File: src/rtl/wash_cycle_ctrl.sv
// Wash-cycle sequencer: SOAK, N x (WASH, RINSE), SPIN, with lid pause and abort-to-drain.
// state | meaning
// IDLE  | waiting for coin with lid closed
// SOAK  | pre-soak, once per run
// WASH  | wash phase of pass pass_idx
// RINSE | rinse phase of pass pass_idx
// SPIN  | final spin, done pulses on exit
// DRAIN | abort drain, ignores lid, aborted pulses on exit
module wash_cycle_ctrl #(
    parameter int CNT_W      = 8,
    parameter int SOAK_T     = 4,
    parameter int WASH_T     = 4,
    parameter int RINSE_T    = 3,
    parameter int SPIN_T     = 3,
    parameter int DRAIN_T    = 2,
    parameter int PASS_W     = 2,
    parameter int MAX_PASSES = 3
) (
    input  logic              clk,
    input  logic              rst_n,
    input  logic              coin,
    input  logic [PASS_W-1:0] passes,
    input  logic              lid_open,
    input  logic              abort,
    output logic [2:0]        state_o,
    output logic              busy,
    output logic              paused,
    output logic [CNT_W-1:0]  time_left,
    output logic [PASS_W-1:0] pass_idx,
    output logic              done,
    output logic              aborted
);

    typedef enum logic [2:0] {
        S_IDLE  = 3'd0,
        S_SOAK  = 3'd1,
        S_WASH  = 3'd2,
        S_RINSE = 3'd3,
        S_SPIN  = 3'd4,
        S_DRAIN = 3'd5
    } state_t;

    localparam logic [CNT_W-1:0]  SOAK_L  = CNT_W'(SOAK_T - 1);
    localparam logic [CNT_W-1:0]  WASH_L  = CNT_W'(WASH_T - 1);
    localparam logic [CNT_W-1:0]  RINSE_L = CNT_W'(RINSE_T - 1);
    localparam logic [CNT_W-1:0]  SPIN_L  = CNT_W'(SPIN_T - 1);
    localparam logic [CNT_W-1:0]  DRAIN_L = CNT_W'(DRAIN_T - 1);
    localparam logic [PASS_W-1:0] MAX_P   = PASS_W'(MAX_PASSES);
    localparam logic [PASS_W:0]   MAX_X   = (PASS_W + 1)'(MAX_PASSES);

    state_t            state_q, state_d;
    logic [CNT_W-1:0]  tl_q, tl_d;
    logic [PASS_W-1:0] pidx_q, pidx_d;
    logic [PASS_W-1:0] n_q, n_d;
    logic              busy_q, busy_d;
    logic              done_q, done_d;
    logic              aborted_q, aborted_d;

    logic              active;
    logic [PASS_W:0]   passes_x;
    logic [PASS_W-1:0] n_start;

    // passes=0 still runs one pass; anything above the clamp runs MAX_PASSES
    assign passes_x = {1'b0, passes};
    assign n_start  = (passes == '0) ? PASS_W'(1) :
                      (passes_x > MAX_X) ? MAX_P : passes;

    assign active = (state_q == S_SOAK) || (state_q == S_WASH) ||
                    (state_q == S_RINSE) || (state_q == S_SPIN);

    always_comb begin
        state_d   = state_q;
        tl_d      = tl_q;
        pidx_d    = pidx_q;
        n_d       = n_q;
        done_d    = 1'b0;
        aborted_d = 1'b0;
        case (state_q)
            S_IDLE: begin
                if (coin && !lid_open) begin
                    state_d = S_SOAK;
                    tl_d    = SOAK_L;
                    pidx_d  = '0;
                    n_d     = n_start;
                end
            end
            S_SOAK, S_WASH, S_RINSE, S_SPIN: begin
                // abort outranks both the lid pause and a phase ending this cycle
                if (abort) begin
                    state_d = S_DRAIN;
                    tl_d    = DRAIN_L;
                end else if (!lid_open) begin
                    if (tl_q != '0) begin
                        tl_d = tl_q - CNT_W'(1);
                    end else begin
                        case (state_q)
                            S_SOAK: begin
                                state_d = S_WASH;
                                tl_d    = WASH_L;
                            end
                            S_WASH: begin
                                state_d = S_RINSE;
                                tl_d    = RINSE_L;
                            end
                            S_RINSE: begin
                                if (pidx_q != n_q - PASS_W'(1)) begin
                                    state_d = S_WASH;
                                    tl_d    = WASH_L;
                                    pidx_d  = pidx_q + PASS_W'(1);
                                end else begin
                                    state_d = S_SPIN;
                                    tl_d    = SPIN_L;
                                end
                            end
                            default: begin
                                state_d = S_IDLE;
                                tl_d    = '0;
                                done_d  = 1'b1;
                            end
                        endcase
                    end
                end
            end
            S_DRAIN: begin
                if (tl_q != '0) begin
                    tl_d = tl_q - CNT_W'(1);
                end else begin
                    state_d   = S_IDLE;
                    tl_d      = '0;
                    aborted_d = 1'b1;
                end
            end
            default: begin
                state_d = S_IDLE;
                tl_d    = '0;
            end
        endcase
        busy_d = (state_d != S_IDLE);
    end

    always_ff @(posedge clk or negedge rst_n) begin
        if (!rst_n) begin
            state_q   <= S_IDLE;
            tl_q      <= '0;
            pidx_q    <= '0;
            n_q       <= '0;
            busy_q    <= 1'b0;
            done_q    <= 1'b0;
            aborted_q <= 1'b0;
        end else begin
            state_q   <= state_d;
            tl_q      <= tl_d;
            pidx_q    <= pidx_d;
            n_q       <= n_d;
            busy_q    <= busy_d;
            done_q    <= done_d;
            aborted_q <= aborted_d;
        end
    end

    assign state_o   = state_q;
    assign busy      = busy_q;
    assign paused    = active && lid_open;
    assign time_left = tl_q;
    assign pass_idx  = pidx_q;
    assign done      = done_q;
    assign aborted   = aborted_q;

endmodule

File: config.mk
export PLATFORM = sky130hd
export DESIGN_NAME = wash_cycle_ctrl
export DESIGN_NICKNAME = d
export VERILOG_FILES = /design/src/rtl/wash_cycle_ctrl.sv
export SDC_FILE = /design/constraint.sdc
export NUM_CORES = 1
export LEC_CHECK = 0
export ABC_AREA = 1
export CORE_MARGIN = 5
export CORE_UTILIZATION = 32
export DETAILED_ROUTE_END_ITERATION = 7
export PLACE_DENSITY = 0.66
export SYNTH_ARGS = -nofsm -noshare
export SYNTH_HDL_FRONTEND = slang
export SYNTH_SLANG_ARGS = --single-unit
File: constraint.sdc
create_clock -name clk -period 4.3 [get_ports clk]
set_input_delay 0.86 -clock clk [delete_from_list [all_inputs] [get_ports clk]]
set_output_delay 0.86 -clock clk [all_outputs]
set_load 0.005 [all_outputs]
# Word-level counts from Yosys, hierarchy flattened
# Index checks and enable logic that the tools add are counted.
# classes
n_reduce_logical,16
n_shift,0
order_cmp,1
eq_ne,13
n_bitwise,0
div,0
n_addsub,3
mux,32
n_mul,0
# op_table
operator,n
2-to-1 mux 8 bit,5
case mux 8 bit (3 select lines),1
2-to-1 mux 3 bit,6
case mux 3 bit (3 select lines),2
2-to-1 mux 2 bit,8
!= test 2 bit (second input constant),6
2-to-1 mux 1 bit,8
nonzero test 8 bit,1
subtractor 8 x 1 -> 8 bit (second input constant),1
AND reduction 7 bit,1
equality test 3 x 2 -> 1 bit (second input constant),2
equality test 3 bit (second input constant),2
case mux 2 bit (3 select lines),1
case mux 2 bit (2 select lines),1
AND reduction 2 bit,2
OR reduction 4 bit,1
equality test 3 x 1 -> 1 bit (second input constant),1
zero test 3 bit,1
logical OR 1 bit,3
!= test 3 bit (second input constant),1
nonzero test 3 bit,1
OR reduction 3 bit,1
adder 2 x 1 -> 2 bit (second input constant),1
greater-than comparator 2 bit (second input constant),1
other kinds (6),7
# word_totals
reg_bits,18
elab_cells,72
n_memories,0
mem_bits_rw,0
latch_bits,0
input_bits,7
romBits,0

# Depth between registers and ports, before layout
# Gate-level depths: netlist (run 1).
# depth
word_depth,9
ltp_mapped,12
mapped_depth_nobuf,12

# Worst setup path before layout (run 1)
# Ideal clock, no wire load.
# synth_path
path_kind,input-to-output
from,input port lid_open
to,output port paused
path_buffers,0
t_required_ps,3440
t_arrival_ps,1027
cell_stages,2
slack_ps,2413
cell_sequence,inv_1 > nor2_2
# synth_via
elab_chain_cells,1
# synth_rtl
element,line,rtl
start: declaration,23,"input logic lid_open,"
logical AND 1 bit,163,assign paused = active && lid_open;
end: declaration,27,"output logic paused,"
# Every way passes these cells.

# Worst setup path in the final report (run 1)
# Same ends and word-level chain as after synthesis.

==> flow_metrics.tcl, run 1 <==
set metrics [dict create \
    num_antenna_cells 0 \
    seqPwrFrac_pct 26.5 \
    die_width_um 71.3 \
    post-place-ws_ns 1.27 \
    seq_area_frac_synth_pct 37.5 \
    pwr_density_cell_nw_per_um2 718 \
    rows 22 \
    setup_viol 0 \
    fin_setup_tns_ns 0 \
    dr.pass1.iters 4 \
    ir_drop_v 0.000177 \
    cp_max_fo 4 \
    syn_nets 183 \
    ctsResizeCount 0 \
    grt_pass1_vias 1124 \
    clock-sinks 18 \
    initial_core_util_pct 32.8 \
    final_area_um2 1530 \
    placed_cell_area_um2 1490 \
    post-cts-setup-buffer-count 0 \
    ioPinCount 24 \
    cts.path.max_buffers 2 \
    die_area_um2 5080 \
    clock_skew_ns 0.00353 \
    rr_worst_depth 9 \
    clockPowerShare_pct 10.9 \
    postCtsHoldBufs 0 \
    portBuffers 23 \
    finalNetCount 211 \
    switching_share_pct 48.2 \
    vias_per_cell 4.58 \
    antenna_found_initial 0 \
    outcome "completed" \
    setup_slack_ns 1.26 \
    h-tree-depth 1 \
    syn_inst 174 \
    cts_root_buffer "clkbuf_8" \
    yosysWarnings 0 \
    drv_slew 0 \
    dp.cells 245 \
    path_class "input port to primary output" \
    synth_seq_cells 18 \
    endpoint_kind "primary output" \
    cts_tree "yes" \
    drt-total-wl_mm 2.71 \
    grt.total_usage_pct 11.6 \
    rsz0062_at_grt "no" \
    synth_area_leaders "dfrtp_1, nand2_1, inv_1, nand3_1, nor2_1" \
    final_core_util_pct 41.9 \
    grt_pass1_wl_mm 4.82 \
    syn-cell-area_um2 1200 \
    area_growth_pct 27.6 \
    cts_buffers 3 \
    grt_max_degree 19 \
    cp-start-kind "input port" \
    drtAntennaViolNets 0 \
    hold_path.class "register to register" \
    insertion_delay_ns 0.25 \
    syn-mean-instance-area_um2 6.91 \
    p_leak_nw 0.767 \
    yosysTopAreaCell "dfrtp_1" \
    hpwl_mm 2.09 \
    arrival_ns 2.18 \
    min_period_ns 3.04 \
    synth.distinct_cells 24 \
    cp.required_ns 3.44 \
    holdPathStages 2 \
    drive_gt1_share_pct 11.5 \
    core-area_um2 3660 \
    worst_slew_pin_slew_ns 0.807 \
    p_comb_share_pct 62.6 \
    yosysTopAreaCellShare_pct 37.5 \
    final_cells 248 \
    drc 0 \
    power_switching_uw 531 \
    wl_per_cell_um 10.9 \
    initialDrtViolationCount 54 \
    period_share_pct 70.8 \
    maxCapViolations 0 \
    hold_slack_ns 0.550 \
    finalHoldViolations 0 \
    max_freq_ghz 0.329 \
    power.total_mw 1.10 \
    path_clk_slew_ns 0.07 \
    internal_power_uw 571 \
    routabilityCongestion 0.835 \
    num_vias 1137 \
    max_slew_margin_pct 46.1 \
    grt.overflow.total 0 \
    die-height_um 71.3 \
]
[registers in the layout, indices dropped and copies added (netlist names)]
register / cells
time_left: 8
state_o: 3
n_q: 2
pass_idx: 2
aborted: 1
busy: 1
done: 1
[synth_stat cells, drive strengths merged]
library cell   n
xor2           1
a21boi         1
a31oi          1
nor3           2
a21oi          6
dfrtp         18
nor2          23
inv           32
nand2         56
ha             2
o21ai         10
nor4           1
nand3         21
[area by class of cell]
| class | count | area (um^2) |
|---|---|---|
| Clock buffer | 3 | 41.3 |
| Fill cell | 387 | 2130 |
| Inverter | 32 | 125 |
| Multi-Input combinational cell | 124 | 627 |
| Sequential cell | 18 | 450 |
| Tap cell | 48 | 60.1 |
| Timing Repair Buffer | 23 | 230 |
[cells in the final DEF, fill, tap and decap left out, types with 2 or more instances in the layout]
cell / instances
a21oi_1: 5
clkbuf_8: 3
clkdlybuf4s50_1: 23
dfrtp_1: 18
ha_1: 2
inv_1: 28
inv_2: 3
nand2_1: 50
nand2_2: 3
nand2_4: 3
nand3_1: 19
nor2_1: 18
nor2_2: 3
nor2_4: 2
nor3_1: 2
o21ai_0: 5
o21ai_1: 4
[cells by family (layout without fill, tap and decap cells)]
group	after synthesis	after routing	synth area share [%]
adder cells (fa/ha/maj)	2	2	2.08
AO/OA/AOI/OAI	18	18	8.74
flip-flops	18	18	37.5
XOR/XNOR	1	1	0.729
AND/OR/NAND/NOR	103	103	40.6
buffers and inverters	32	58	10.4
[power groups by stage]
stage               clock network (mW)  logic, mW  registers (mW)
finish                           0.120      0.690           0.292
detailed placement                   0      0.693           0.295
CTS                              0.125      0.696           0.292
floorplan                            0      0.484           0.287
global placement                     0      0.690           0.295
global route                     0.128      0.791           0.303
[final timing paths]
kind,from,to,slack (ns)
setup / recovery,lid_open,paused,1.26
hold / removal,n_q[0]$_DFFE_PN0P_,n_q[0]$_DFFE_PN0P_,0.55
setup reg to reg,time_left[0]$_DFFE_PN0P_,busy$_DFF_PN0_,2.59
hold reg to reg,n_q[0]$_DFFE_PN0P_,n_q[0]$_DFFE_PN0P_,0.55
max in group asynchronous,rst_n,done$_DFF_PN0_,2.73
min in group asynchronous,rst_n,time_left[0]$_DFFE_PN0P_,1.07
[worst max-delay path, stage by stage]
cell and delay [ns]:
clkdlybuf4s50_1 0.57, inv_1 0.11, nor2_2 0.13, clkdlybuf4s50_1 0.51
[per-layer routing]
layer / track usage (%) / up-vias / share of wire, % / wire [um]
met5: 0 / - / 0 / 0
met1: 15.0 / 516 / 47 / 1270
met3: 1.54 / 5 / 3.3 / 89
li1: - / 595 / - / -
met4: 5.85 / 0 / 2.3 / 61
met2: 18.9 / 21 / 48 / 1290
(Power assumes the default switching activity.)
==> run 2: changes to the inputs <==
PLACE_DENSITY = 0.68   (was 0.66)
clock period = 2.6 ns   (was 4.3 ns; I/O delays follow)
==> flow_metrics.tcl, run 2 (same netlist as run 1, synthesis figures left out) <==
set metrics [dict create \
    rows 22 \
    portBuffers 23 \
    finalNetCount 212 \
    pwr_density_cell_nw_per_um2 1200 \
    grt_pass1_vias 1092 \
    finalHoldViolations 0 \
    max_slew_margin_pct 80.2 \
    rsz0062_at_grt "no" \
    cp-start-kind "input port" \
    holdPathStages 2 \
    worst_slew_pin_slew_ns 0.295 \
    post-place-ws_ns 0.234 \
    fin_setup_tns_ns 0 \
    clock_skew_ns 0.00425 \
    num_antenna_cells 0 \
    die_area_um2 5080 \
    power.total_mw 1.87 \
    r2r-start "time_left[0]$_DFFE_PN0P_" \
    grt.total_usage_pct 11.9 \
    routabilityCongestion 0.837 \
    cts.path.max_buffers 2 \
    final_core_util_pct 42.5 \
    grt.overflow.total 0 \
    r2r_end "busy$_DFF_PN0_" \
    mostFrequentLayoutCells "nand2_1, inv_1, clkdlybuf4s50_1" \
    initialDrtViolationCount 92 \
    cp.required_ns 2.08 \
    drtAntennaViolNets 0 \
    drc 0 \
    endpoint_kind "primary output" \
    postCtsHoldBufs 0 \
    setup_viol 0 \
    outcome "completed" \
    drive_gt1_share_pct 12.4 \
    grt_max_degree 19 \
    arrival_ns 1.85 \
    antenna_found_initial 0 \
    rr_worst_depth 9 \
    clock-sinks 18 \
    ioPinCount 24 \
    grt_pass1_wl_mm 4.86 \
    die-height_um 71.3 \
    dr.pass1.iters 4 \
    vias_per_cell 4.61 \
    cts_tree "yes" \
    h-tree-depth 1 \
    period_share_pct 91.1 \
    drt-total-wl_mm 2.84 \
    fillers 370 \
    core-area_um2 3660 \
    area_growth_pct 29.3 \
    holdPathEnd "n_q[0]$_DFFE_PN0P_" \
    hold_path.class "register to register" \
    wl_per_cell_um 11.4 \
    maxCapViolations 0 \
    cts_buffers 3 \
    hold_slack_ns 0.541 \
    hpwl_mm 2.17 \
    min_period_ns 2.37 \
    cts_root_buffer "clkbuf_8" \
    drv_slew 0 \
    die_width_um 71.3 \
    ir_drop_v 0.000257 \
    path_clk_slew_ns 0.07 \
    ctsResizeCount 0 \
    largest_reg_flops 8 \
    p_leak_nw 0.779 \
    max_freq_ghz 0.422 \
    final_common_cell "nand2_1" \
    insertion_delay_ns 0.26 \
    post-cts-setup-buffer-count 0 \
    num_vias 1152 \
    reg2reg_setup_slack_ns 0.87 \
    setup_slack_ns 0.230 \
    cp_max_fo 4 \
    initial_core_util_pct 32.8 \
    worstHoldStart "n_q[0]$_DFFE_PN0P_" \
    path_class "input port to primary output" \
]
-- run 2: cell types whose count changed in the layout (fill, tap and decap cells not counted) --
cell	previous run	this run
buf_4	0	1
clkbuf_8	3	4
-- run 2: worst max-delay path by stage --
stage,startpoint,to
after detailed placement,lid_open,paused
after global placement,lid_open,paused
after global routing,state_o[1]$_DFF_PN0_,paused
after floorplan,time_left[0]$_DFFE_PN0P_,pass_idx[1]$_DFFE_PN0P_
final,lid_open,paused
after CTS,lid_open,paused
-- run 2: through the flow --
stage	cell area, um^2	std cells
final	1560	250
after floorplan	1200	174
after CTS	1560	250
after global placement	1500	246
after detailed placement	1500	246
after global routing	1560	250
-- run 2: cell type report --
type | instances | area, um^2 | area share [%]
clock buffer | 4 | 55.1 | 3.54
inverter | 32 | 125 | 8.05
multi-input combinational | 124 | 627 | 40.3
sequential | 18 | 450 | 29.0
tap | 48 | 60.1 | 3.86
timing repair buffer | 24 | 238 | 15.3
-- run 2: report_power, final --
| part | total (mW) | internal [mW] | leakage [nW] | switching (mW) |
|---|---|---|---|---|
| combinational | 1.15 | 0.462 | 0.521 | 0.685 |
| sequential | 0.486 | 0.380 | 0.229 | 0.106 |
| clock | 0.235 | 0.135 | 0.0288 | 0.0999 |
-- run 2: layer usage --
metal	global-route usage (%)	vias to the layer above	wire length, um
met4	6.68	0	72
met1	14.8	528	1310
met5	0	-	0
met3	1.82	7	85
li1	-	597	-
met2	19.5	20	1370
-- run 2: critical path, cell delays in order --
cell	delay [ns]
clkdlybuf4s50_1	0.57
inv_1	0.12
nor2_2	0.13
clkdlybuf4s50_1	0.51
